===== src/rtl/state_history_logger.sv =====
// Debug-state history recorder: logs each departed state with its dwell time
// into a circular buffer, with sticky freeze and indexed registered readout.
module state_history_logger #(
   parameter int unsigned WIDTH    = 8,
   parameter int unsigned DEPTH    = 8,
   parameter int unsigned DW_WIDTH = 16,
   parameter int unsigned IDX_W    = $clog2(DEPTH)
) (
   input  logic                iClk,
   input  logic                iRst_n,
   input  logic                iClear,
   input  logic                iTick,
   input  logic                iFreeze,
   input  logic [WIDTH-1:0]    iDbgSt,
   input  logic [IDX_W-1:0]    iRdIdx,
   output logic [WIDTH-1:0]    oCurrentState,
   output logic [WIDTH-1:0]    oPrevState,
   output logic [DW_WIDTH-1:0] oDwell,
   output logic [WIDTH-1:0]    oRdState,
   output logic [DW_WIDTH-1:0] oRdDwell,
   output logic                oRdValid,
   output logic [IDX_W:0]      oCount,
   output logic                oOverflow,
   output logic                oFrozen
);

   localparam int unsigned CNT_W = IDX_W + 1;
   localparam logic [CNT_W-1:0] FULL = CNT_W'(DEPTH);

   logic [WIDTH-1:0]    cur_q,   cur_d;
   logic [DW_WIDTH-1:0] dwell_q, dwell_d;
   logic [IDX_W-1:0]    ptr_q,   ptr_d;
   logic [CNT_W-1:0]    cnt_q,   cnt_d;
   logic                ovf_q,   ovf_d;
   logic                frz_q,   frz_d;

   logic [WIDTH-1:0]    st_mem_q [DEPTH];
   logic [DW_WIDTH-1:0] dw_mem_q [DEPTH];

   logic [WIDTH-1:0]    rd_state_q;
   logic [DW_WIDTH-1:0] rd_dwell_q;
   logic                rd_valid_q;

   logic                change_c;
   logic                rd_valid_c;
   logic [DW_WIDTH-1:0] dwell_inc_c;
   logic [DW_WIDTH-1:0] dwell_final_c;
   logic [IDX_W-1:0]    rd_slot_c;
   logic [IDX_W-1:0]    prev_slot_c;

   // Next-state logic; everything except the freeze flag holds while frozen.
   always_comb begin
      cur_d   = cur_q;
      dwell_d = dwell_q;
      ptr_d   = ptr_q;
      cnt_d   = cnt_q;
      ovf_d   = ovf_q;
      frz_d   = frz_q | iFreeze;

      dwell_inc_c   = (dwell_q == '1) ? dwell_q : dwell_q + DW_WIDTH'(1);
      dwell_final_c = iTick ? dwell_inc_c : dwell_q;
      change_c      = !frz_q && (iDbgSt != cur_q);
      rd_slot_c     = ptr_q - IDX_W'(1) - iRdIdx;
      prev_slot_c   = ptr_q - IDX_W'(1);
      rd_valid_c    = CNT_W'(iRdIdx) < cnt_q;

      if (change_c) begin
         cur_d   = iDbgSt;
         dwell_d = '0;
         ptr_d   = ptr_q + IDX_W'(1);
         if (cnt_q == FULL) begin
            ovf_d = 1'b1;
         end else begin
            cnt_d = cnt_q + CNT_W'(1);
         end
      end else if (!frz_q && iTick) begin
         dwell_d = dwell_inc_c;
      end
   end

   always_ff @(posedge iClk) begin
      if (!iRst_n || iClear) begin
         cur_q      <= iDbgSt;
         dwell_q    <= '0;
         ptr_q      <= '0;
         cnt_q      <= '0;
         ovf_q      <= 1'b0;
         frz_q      <= 1'b0;
         rd_state_q <= '0;
         rd_dwell_q <= '0;
         rd_valid_q <= 1'b0;
         for (int unsigned i = 0; i < DEPTH; i++) begin
            st_mem_q[i] <= '0;
            dw_mem_q[i] <= '0;
         end
      end else begin
         cur_q   <= cur_d;
         dwell_q <= dwell_d;
         ptr_q   <= ptr_d;
         cnt_q   <= cnt_d;
         ovf_q   <= ovf_d;
         frz_q   <= frz_d;
         if (change_c) begin
            st_mem_q[ptr_q] <= cur_q;
            dw_mem_q[ptr_q] <= dwell_final_c;
         end
         // Readout sees the pre-write pointer and contents.
         rd_valid_q <= rd_valid_c;
         rd_state_q <= rd_valid_c ? st_mem_q[rd_slot_c] : '0;
         rd_dwell_q <= rd_valid_c ? dw_mem_q[rd_slot_c] : '0;
      end
   end

   assign oCurrentState = cur_q;
   assign oPrevState    = (cnt_q == '0) ? '0 : st_mem_q[prev_slot_c];
   assign oDwell        = dwell_q;
   assign oRdState      = rd_state_q;
   assign oRdDwell      = rd_dwell_q;
   assign oRdValid      = rd_valid_q;
   assign oCount        = cnt_q;
   assign oOverflow     = ovf_q;
   assign oFrozen       = frz_q;

endmodule

===== config.mk =====
export PLATFORM = sky130hd
export DESIGN_NAME = state_history_logger
export DESIGN_NICKNAME = d
export VERILOG_FILES = /design/src/rtl/state_history_logger.sv
export SDC_FILE = /design/constraint.sdc
export NUM_CORES = 1
export LEC_CHECK = 0
export ABC_AREA = 1
export BUFFER_PORTS_ARGS = -buffer_cell sky130_fd_sc_hd__buf_4
export CAP_MARGIN = 5
export CORE_MARGIN = 1
export CORE_UTILIZATION = 60
export CTS_CLUSTER_SIZE = 14
export DETAILED_ROUTE_END_ITERATION = 7
export PLACE_DENSITY = 0.82
export SKIP_CTS_REPAIR_TIMING = 1
export SLEW_MARGIN = 30
export SYNTH_ARGS = -nofsm -noshare
export SYNTH_HDL_FRONTEND = slang
export SYNTH_SLANG_ARGS = --single-unit

===== constraint.sdc =====
create_clock -name iClk -period 3.9 [get_ports iClk]
set_clock_uncertainty 0.1 [all_clocks]
set_input_delay 0.585 -clock iClk [delete_from_list [all_inputs] [get_ports iClk]]
set_output_delay 0.585 -clock iClk [all_outputs]
set_load 0.005 [all_outputs]

==> run summary, run 1 <==
Drt drc: 0
Cell mode on critical path: o21ai_0
Num ports: 79
HPWL Detailed: 19.0 mm
Final period utilization: 86.6%
Synth warnings: 0
Worst-Margin Slew: 898 ps
GR Overflow Total: 0
Mapped Area: 0.0119 sq mm
DR vias/cell: 5.93
Setup CP Type: reg2out
Final min period: 3380 ps
RSZ-0062 raised after global routing: no
Setup TNS: 0 ps
GRT Overall Usage: 29.6%
Crit path DAT: 2690 ps
Hold/Removal Path Class: in2reg
Slew HR: 39.8%
R2R depth: 8
CTS Buf Count: 26
Post-synthesis sequential area ratio: 59.0%
CTS tree: built
Hold Path Depth: 1
Slew Viols, Final: 0
Cell family with most CP delay: compound AO/OA/AOI/OAI gates
Rows: 51
DIE AREA: 0.0204 sq mm
Routed vias: 9540
Post-synthesis cell type count: 38
CTS Root Cell: clkbuf_16
Critical path cell sequence: inv_1, ha_1, buf_4, a21oi_1, o21ai_0, o21ai_0, o21ai_0, a31oi_1, buf_4
Area occupied by multi-input gates: 0.00420 sq mm
RR Startpoint: ptr_q[0]$_SDFFE_PP0P_
Antenna violations before repair: 0
Worst R2R End: oRdDwell[13]$_SDFF_PP0_
Final cell count without fillers: 1610
Initial Util: 61.2%
Hold Crit Endpoint: oCurrentState[3]$_DFFE_PP_
Avg Inst Size Synth: 9.35 sq um
Die Y: 143 microns
Die width: 143 microns
# port buffers: 78
Fillers: 1454
WL/cell: 18.4 microns
Async SR Flop Fraction: 0%
Clock-pin slew on the worst setup and hold paths: 60 ps
Fmax achieved: 296 MHz
Peak VDD IR: 0.332 mV
Power Density: 460 mW/mm^2
Pin count of the biggest net entering global routing: 54
Final RePlAce weighted congestion: 0.899
Synth Net Count: 1294
CP Data Required Time: 3210 ps
Final setup fails: 0
Vias in the first global route: 8867
First-pass GRT wire length: 46.5 mm
First DRT Iteration DRCs: 1266
Setup crit start kind: flip-flop
Yosys reg bits: 250
Pre-antenna DRT Iters: 6
Clock Path Buffers: 3
Pwr Total: 6.14 mW
Final #Nets: 1350
CP max FO: 33
FF-to-FF setup slack: 810 ps
Clock Latency Late Sink: 530 ps
H-tree depth: 1
CP endpoint kind: output pin
Area of the core: 0.0194 sq mm
Mapped Cells: 1269
Final Hold Vio Count: 0
Worst Min Path Start: iDbgSt[3]
Status: completed
Clock Sinks: 250
Leak: 5.37 nW
Number of enable flip-flop cells after synthesis: 200
Maximum capacitance violations: 0
Layout area overhead: 12.6%
Worst path bufs/invs: 3
DRT antenna net count: 0
Critical path's largest stage delay: 420 ps
Critical path's slowest cell: o21ai_0
FF+latch area: 0.00701 sq mm
Post-Place Cells: 1562
Antenna cells: 0
Proportion of layout cells with a drive suffix above 1: 12.2%
Total Routed Length: 29.6 mm
Post-synth top flop: edfxtp_1
area by class of cell:
cell class                 instances  share of cell area (%)
clock inverter                    12                   0.562
timing repair buffer             100                    5.80
inverter                          72                    2.02
tap                              265                    2.48
multi-input combinational        875                    31.4
sequential                       250                    52.4
clock buffer                      36                    5.31
sequential cells by signal, indices dropped and copies added (netlist names):
| signal | cells |
|---|---|
| dw_mem_q | 128 |
| st_mem_q | 64 |
| oDwell | 16 |
| oRdDwell | 16 |
| oCurrentState | 8 |
| oRdState | 8 |
| oCount | 4 |
| ptr_q | 3 |
| oFrozen | 1 |
| oOverflow | 1 |
| oRdValid | 1 |
metal layers:
layer	track usage [%]	share of wire [%]
met4	7.92	2.0
met5	0	0
met3	5.87	11
met2	45.7	46
met1	42.9	40
cell usage after synthesis, types with 3 or more instances:
master    count  area [sq um]
o21ai_2       5          43.8
o21ai_0     138           691
buf_2        13          65.1
a31oi_1       8          50.1
o32ai_1      16           140
nand2_1     182           683
inv_1        62           233
buf_6        14           158
o22ai_1      16           100
edfxtp_1    200          6010
ha_1          8           100
xor2_1        4          35.0
nand4_1      12          75.1
nor2_1      326          1220
a21oi_1      73           365
clkbuf_1     34           128
nand2_2       5          31.3
o21ai_1       7          35.0
nand2_4       8          90.1
buf_4         5          37.5
inv_2         7          26.3
clkinv_1      3          11.3
xnor2_1       3          26.3
nand3_1      27           135
o21a_1        8          60.1
dfxtp_1      50          1000
buf_1         6          22.5
mux2i_1      16           160
power by group:
part	leakage, nW	total, mW	switching (mW)	internal, mW
registers	2.63	3.03	0.0473	2.99
logic	2.36	0.809	0.553	0.255
clock network	0.382	2.30	0.973	1.33
per-stage QoR:
stage / setup slack [ps] / hold slack, ps / instance area [sq um] / util (%)
6_report: 522 / 156 / 13400 / 68.9
5_1_grt: 370 / 154 / 13400 / 68.9
4_1_cts: 609 / 152 / 13400 / 68.9
3_5_place_dp: 897 / 353 / 12600 / 64.9
3_3_place_gp: 988 / 348 / 12600 / 64.9
2_1_floorplan: 875 / 347 / 11900 / -
cell usage in the layout (no fill, tap or decap):
cell type / synthesis / layout
a21oi_1: 73 / 73
a31oi_1: 8 / 8
buf_12: 0 / 2
buf_4: 5 / 98
bufinv_16: 0 / 1
clkbuf_1: 34 / 9
clkbuf_16: 0 / 27
clkinv_1: 3 / 11
clkinv_2: 0 / 3
dfxtp_1: 50 / 50
edfxtp_1: 200 / 200
fa_2: 0 / 1
ha_1: 8 / 7
ha_4: 0 / 1
inv_1: 62 / 62
inv_2: 7 / 7
mux2i_1: 16 / 16
nand2_1: 182 / 182
nand2_2: 5 / 5
nand2_4: 8 / 8
nand3_1: 27 / 27
nand3b_1: 1 / 1
nand4_1: 12 / 12
nor2_1: 326 / 326
nor2_2: 1 / 1
nor2_4: 1 / 1
nor2_8: 1 / 1
nor3_1: 2 / 2
o211ai_1: 2 / 2
o21a_1: 8 / 8
o21ai_0: 138 / 138
o21ai_1: 7 / 7
o21ai_2: 5 / 5
o21bai_1: 1 / 1
o22ai_1: 16 / 16
o32ai_1: 16 / 16
or2_2: 2 / 2
xnor2_1: 3 / 3
xor2_1: 4 / 4
xor2_4: 1 / 1
cell families (layout without fill, tap and decap cells):
logic type | after synthesis | after routing | synth area share, %
and+or+nand+nor | 568 | 568 | 19.4
AOI/OAI and AO/OA | 274 | 274 | 12.7
DFF | 250 | 250 | 59.0
buffers and inverters | 144 | 220 | 5.73
muxes | 16 | 16 | 1.35
adders and majority gates | 9 | 9 | 1.01
xor gates and xnor gates | 8 | 8 | 0.748
how the worst max path moves through the flow:
stage / start / cells past startpoint / end
floorplan: ptr_q[0]$_SDFFE_PP0P_ / 12 / oRdState[2]$_SDFF_PP0_
global placement: iClear / 8 / dw_mem_q[1][4]$_SDFFCE_PN0P_
detailed placement: iClear / 8 / dw_mem_q[1][1]$_SDFFCE_PN0P_
CTS: ptr_q[1]$_SDFFE_PP0P_ / 8 / oPrevState[7]
global route: ptr_q[1]$_SDFFE_PP0P_ / 8 / oPrevState[7]
finish: ptr_q[1]$_SDFFE_PP0P_ / 9 / oPrevState[6]
Note: power is estimated with default switching activity, not from simulation.
==> run 2: changes to the inputs <==
--- a/config.mk
+++ b/config.mk
@@ -6,7 +6,7 @@
 export NUM_CORES = 1
 export LEC_CHECK = 0
 export ABC_AREA = 1
-export BUFFER_PORTS_ARGS = -buffer_cell sky130_fd_sc_hd__buf_4
+export BUFFER_PORTS_ARGS = -buffer_cell sky130_fd_sc_hd__buf_2
 export CAP_MARGIN = 5
 export CORE_MARGIN = 1
 export CORE_UTILIZATION = 60
==> run 2 against run 1 <==
  * Non-clock buffer count shrank 1
  * Routed wire length grew 0.61%
  * Combinational power down 2.8%
  * Global-route usage up 0.37 points
  * Sequential power about the same
  * Clock power increased by 15%
  * Core utilization is 0.30 points lower
  * Design area fell by 0.44%
  * Sequential cell count unchanged
  * Critical path depth did not move
  * Critical path type unchanged
  * Critical endpoint unchanged
  * Largest cell class unchanged
==> run summary, run 2 (synthesis gave the netlist of run 1 again) <==
Area of the core: 0.0194 sq mm
Worst-Margin Slew: 963 ps
Most common cell after layout, fill and taps aside: nor2_1
Sw Pwr: 1.64 mW
Pre-antenna DRT Iters: 5
Fmax achieved: 301 MHz
Final min period: 3330 ps
CP endpoint kind: output pin
GR Overflow Total: 0
CTS tree: built
GRT Overall Usage: 30.0%
HPWL Detailed: 19.1 mm
Clock-pin slew on the worst setup and hold paths: 70 ps
Hold/Removal Path Class: in2reg
Final RePlAce weighted congestion: 0.879
# port buffers: 78
CTS Buf Count: 26
DR vias/cell: 5.95
Drt drc: 0
Final Hold Vio Count: 0
Fillers: 1468
Setup CP Type: reg2out
Final setup fails: 0
CP max FO: 33
Combinational share of power: 12.1%
Antenna cells: 0
Final #Nets: 1349
Proportion of layout cells with a drive suffix above 1: 13.2%
Setup TNS: 0 ps
Pin count of the biggest net entering global routing: 113
Die Y: 143 microns
Biggest regs: dw_mem_q x128, st_mem_q x64
Status: completed
First DRT Iteration DRCs: 1081
Slew Viols, Final: 0
Setup crit start kind: flip-flop
Clock Path Buffers: 3
Peak VDD IR: 0.387 mV
Antenna violations before repair: 0
Power Density: 486 mW/mm^2
Final period utilization: 85.3%
Initial Util: 61.2%
First-pass GRT wire length: 47.0 mm
H-tree depth: 1
Die width: 143 microns
Sequential share of power: 46.9%
Maximum capacitance violations: 0
Total Routed Length: 29.8 mm
Vias in the first global route: 8986
Routed vias: 9571
Crit path DAT: 2640 ps
Leak: 5.42 nW
Sw frac: 25.3%
Slew HR: 35.3%
Commonest non-fill, non-tap cells in the layout: 326 x nor2_1, 200 x edfxtp_1, 182 x nand2_1, 138 x o21ai_0, 78 x buf_2
Num ports: 79
DRT antenna net count: 0
Largest reg by FF count: dw_mem_q
CTS Root Cell: clkbuf_16
Worst hold slack: 166 ps
DIE AREA: 0.0204 sq mm
Clock Latency Late Sink: 530 ps
WL/cell: 18.5 microns
CP Data Required Time: 3210 ps
Final core occ: 68.6%
RSZ-0062 raised after global routing: no
Fin worst setup slack: 573 ps
Clk pwr share: 41.0%
R2R depth: 9
Clock Sinks: 250
Rows: 51
Hold Path Depth: 1
Max reg flops: 128
Place WS: 1060 ps
Layout area overhead: 12.1%
Internal Power: 4.84 mW
run 2: changes by cell type in the layout (fill, tap and decap cells not counted):
| cell | previous run | this run |
|---|---|---|
| buf_4 | 98 | 19 |
| clkbuf_8 | 0 | 1 |
| bufinv_16 | 1 | 5 |
| nand3_1 | 27 | 26 |
| clkinv_4 | 0 | 2 |
| clkbuf_1 | 9 | 2 |
| clkinvlp_4 | 0 | 2 |
| buf_2 | 0 | 78 |
| nand3_2 | 0 | 1 |
| clkinv_2 | 3 | 8 |
| clkinv_1 | 11 | 4 |
run 2: final timing paths:
path / start / end / slack [ps]
max reg2reg: ptr_q[1]$_SDFFE_PP0P_ / oRdDwell[5]$_SDFF_PP0_ / 1020
max: ptr_q[1]$_SDFFE_PP0P_ / oPrevState[6] / 570
min: iDbgSt[3] / oCurrentState[3]$_DFFE_PP_ / 170
min reg2reg: oOverflow$_SDFFE_PP0P_ / oOverflow$_SDFFE_PP0P_ / 370
run 2: layout make-up:
type / instances / area [sq um] / area share, %
Inverter: 72 / 270 / 2.03
Tap cell: 265 / 332 / 2.49
Clock buffer: 30 / 697 / 5.24
Clock inverter: 18 / 226 / 1.70
Timing Repair Buffer: 99 / 573 / 4.31
Multi-Input combinational cell: 875 / 4200 / 31.6
Sequential cell: 250 / 7010 / 52.7
run 2: power groups by stage:
stage | Clock, mW | Sequential (mW) | Combinational, mW
floorplan | 0 | 3.07 | 0.527
global placement | 0 | 3.09 | 0.739
detailed placement | 0 | 3.09 | 0.758
CTS | 2.66 | 3.03 | 0.769
global route | 2.76 | 3.04 | 0.856
finish | 2.65 | 3.04 | 0.786
run 2: per-layer routing:
layer  GRT usage, %  routed length, microns  up-vias
li1               -                       -     4431
met1           42.8                   12000     4471
met2           47.0                   13700      584
met3           4.29                    3150       85
met4           10.9                     890        0
met5              0                       0        -
run 2: worst max-delay path, cell delays in order (launching register included):
cell     delay [ps]
dfxtp_1         380
inv_1           110
ha_1            330
buf_4           350
a21oi_1          70
o21ai_0         130
o21ai_0         130
o21ai_0         370
a31oi_1          80
buf_2           150
run 2: per-stage QoR:
step	std cells	cell area [sq um]	power, mW
after floorplan	1269	11900	3.60
after global placement	1561	12400	3.82
after detailed placement	1561	12400	3.85
after CTS	1609	13300	6.47
after global routing	1609	13300	6.66
final	1609	13300	6.47
==> run 3: changes to the inputs <==
--- a/config.mk
+++ b/config.mk
@@ -9,10 +9,10 @@
 export BUFFER_PORTS_ARGS = -buffer_cell sky130_fd_sc_hd__buf_2
 export CAP_MARGIN = 5
 export CORE_MARGIN = 1
-export CORE_UTILIZATION = 60
+export CORE_UTILIZATION = 55
 export CTS_CLUSTER_SIZE = 14
 export DETAILED_ROUTE_END_ITERATION = 7
-export PLACE_DENSITY = 0.82
+export PLACE_DENSITY = 0.79
 export SKIP_CTS_REPAIR_TIMING = 1
 export SLEW_MARGIN = 30
 export SYNTH_ARGS = -nofsm -noshare
==> constraint.sdc (replaced) <==
create_clock -name iClk -period 3 [get_ports iClk]
set_clock_uncertainty 0.1 [all_clocks]
set_input_delay 0.45 -clock iClk [delete_from_list [all_inputs] [get_ports iClk]]
set_output_delay 0.45 -clock iClk [all_outputs]
set_load 0.005 [all_outputs]
==> run 3 against run 2 <==
  * Via count shrank 1.8%
  * Critical path type unchanged
  * Clock power is 12% higher
  * Sequential cell count did not move
  * Core utilization fell by 5.6 points
  * Register-to-register slack lost 710 ps
  * Non-clock buffer count rose by 10
  * First-iteration DRC count down 3.6%
  * Final cell count is 1.1% higher
  * Worst setup slack worse by 450 ps
==> run summary, run 3 (synthesis gave the netlist of run 1 again) <==
GRT Overall Usage: 27.1%
Most common cell after layout, fill and taps aside: nor2_1
Status: completed
Die Y: 149 microns
CTS Buf Count: 25
H-tree depth: 1
DIE AREA: 0.0222 sq mm
Crit path DAT: 2330 ps
Maximum capacitance violations: 0
Commonest non-fill, non-tap cells in the layout: 326 x nor2_1, 200 x edfxtp_1, 182 x nand2_1, 138 x o21ai_0, 78 x buf_2
Drt drc: 0
FF-to-FF setup slack: 310 ps
Sequential share of power: 49.7%
Final #Nets: 1358
Worst-Margin Slew: 766 ps
First-pass GRT wire length: 46.2 mm
Slew Viols, Final: 0
Power Density: 596 mW/mm^2
CP Data Required Time: 2450 ps
Clock Latency Late Sink: 520 ps
Setup crit start kind: flip-flop
Layout area overhead: 11.9%
Antenna cells: 0
RSZ-0062 raised after global routing: no
# port buffers: 78
Slew HR: 48.6%
Proportion of layout cells with a drive suffix above 1: 13.5%
Vias in the first global route: 8838
Sw frac: 25.8%
Num ports: 79
Internal Power: 5.88 mW
GR Overflow Total: 0
DRT antenna net count: 0
Die width: 149 microns
CP max FO: 33
Final min period: 2880 ps
Clock Path Buffers: 3
Peak VDD IR: 0.435 mV
Pwr Total: 7.92 mW
CTS tree: built
Largest reg by FF count: dw_mem_q
Combinational share of power: 12.9%
Setup CP Type: reg2out
Routed wl met2: 13.9 mm
CTS Root Cell: clkbuf_16
CP endpoint kind: output pin
Sw Pwr: 2.04 mW
Total Routed Length: 29.8 mm
Clk pwr share: 37.4%
Final Hold Vio Count: 0
Final RePlAce weighted congestion: 0.875
Uppermost routed layer: met4
Antenna violations before repair: 0
Final period utilization: 95.9%
Leak: 5.39 nW
Pre-antenna DRT Iters: 6
Fmax achieved: 348 MHz
Clock-pin slew on the worst setup and hold paths: 60 ps
Rows: 53
Max reg flops: 128
Setup TNS: 0 ps
Met3 routed WL: 3.16 mm
Hold/Removal Path Class: in2reg
First DRT Iteration DRCs: 1042
Biggest regs: dw_mem_q x128, st_mem_q x64
Initial Util: 56.3%
Clock Sinks: 250
HPWL Detailed: 17.2 mm
WL/cell: 18.4 microns
Met1 Wirelength: 11.9 mm
Area of the core: 0.0211 sq mm
Routed vias: 9399
Pin count of the biggest net entering global routing: 63
Final setup fails: 0
DR vias/cell: 5.78
==> run 3: changes by cell type in the layout (fill, tap and decap cells not counted), moves of 2 or more <==
cell	previous run	this run
clkinv_2	8	6
buf_4	19	27
clkbuf_16	27	25
clkinv_4	2	0
buf_12	2	4
clkbuf_1	2	5
bufinv_16	5	1
clkinvlp_4	2	4
==> run 3: layout make-up <==
type,count,area (sq um)
clock inverters,13,98.8
well taps,275,344
fillers,1652,7810
multi-input cells,875,4210
flip-flops and latches,250,7010
clock buffers,32,672
inverters,72,274
repair buffers,109,673
==> run 3: metrics by stage <==
| stage | utilization, % | instances | cell area, sq um | hold WS (ps) | worst slack [ps] |
|---|---|---|---|---|---|
| floorplan | - | 1269 | 11900 | 347 | 64.0 |
| global placement | 59.2 | 1581 | 12500 | 340 | 298 |
| detailed placement | 59.2 | 1581 | 12500 | 350 | 214 |
| CTS | 62.8 | 1626 | 13300 | 20.1 | -133 |
| global route | 63.0 | 1626 | 13300 | 21.8 | 9.92 |
| finish | 63.0 | 1626 | 13300 | 35.0 | 123 |
==> run 3: power groups by stage <==
stage	combinational, mW	clock (mW)	sequential (mW)
after floorplan	0.687	0	4.00
after global placement	0.969	0	4.00
after detailed placement	0.993	0	4.01
after CTS	1.00	2.97	3.94
after global routing	1.12	3.10	3.95
final	1.02	2.96	3.94
==> run 3: routing by layer <==
layer  vias to the layer above  track usage, %
met2                       545            44.5
met5                         -               0
met3                        76            4.65
met1                      4338            36.3
li1                       4440               -
met4                         0            9.95
==> run 3: worst max-delay path, stage by stage, from the launching register on <==
cell     delay (ps)
dfxtp_1         360
inv_1           130
ha_4            320
buf_12          190
o21ai_0         110
o21ai_0         180
o21ai_0         130
a31oi_1         210
buf_2           170
==> run 3: worst paths after layout <==
check                                            start                         end  cells after the start
worst max register to register   ptr_q[1]$_SDFFE_PP0P_      oRdDwell[8]$_SDFF_PP0_                      9
worst max-delay path             ptr_q[1]$_SDFFE_PP0P_               oPrevState[2]                      8
worst min-delay path                         iDbgSt[2]  oCurrentState[2]$_DFFE_PP_                      1
worst min register to register  oOverflow$_SDFFE_PP0P_      oOverflow$_SDFFE_PP0P_                      2
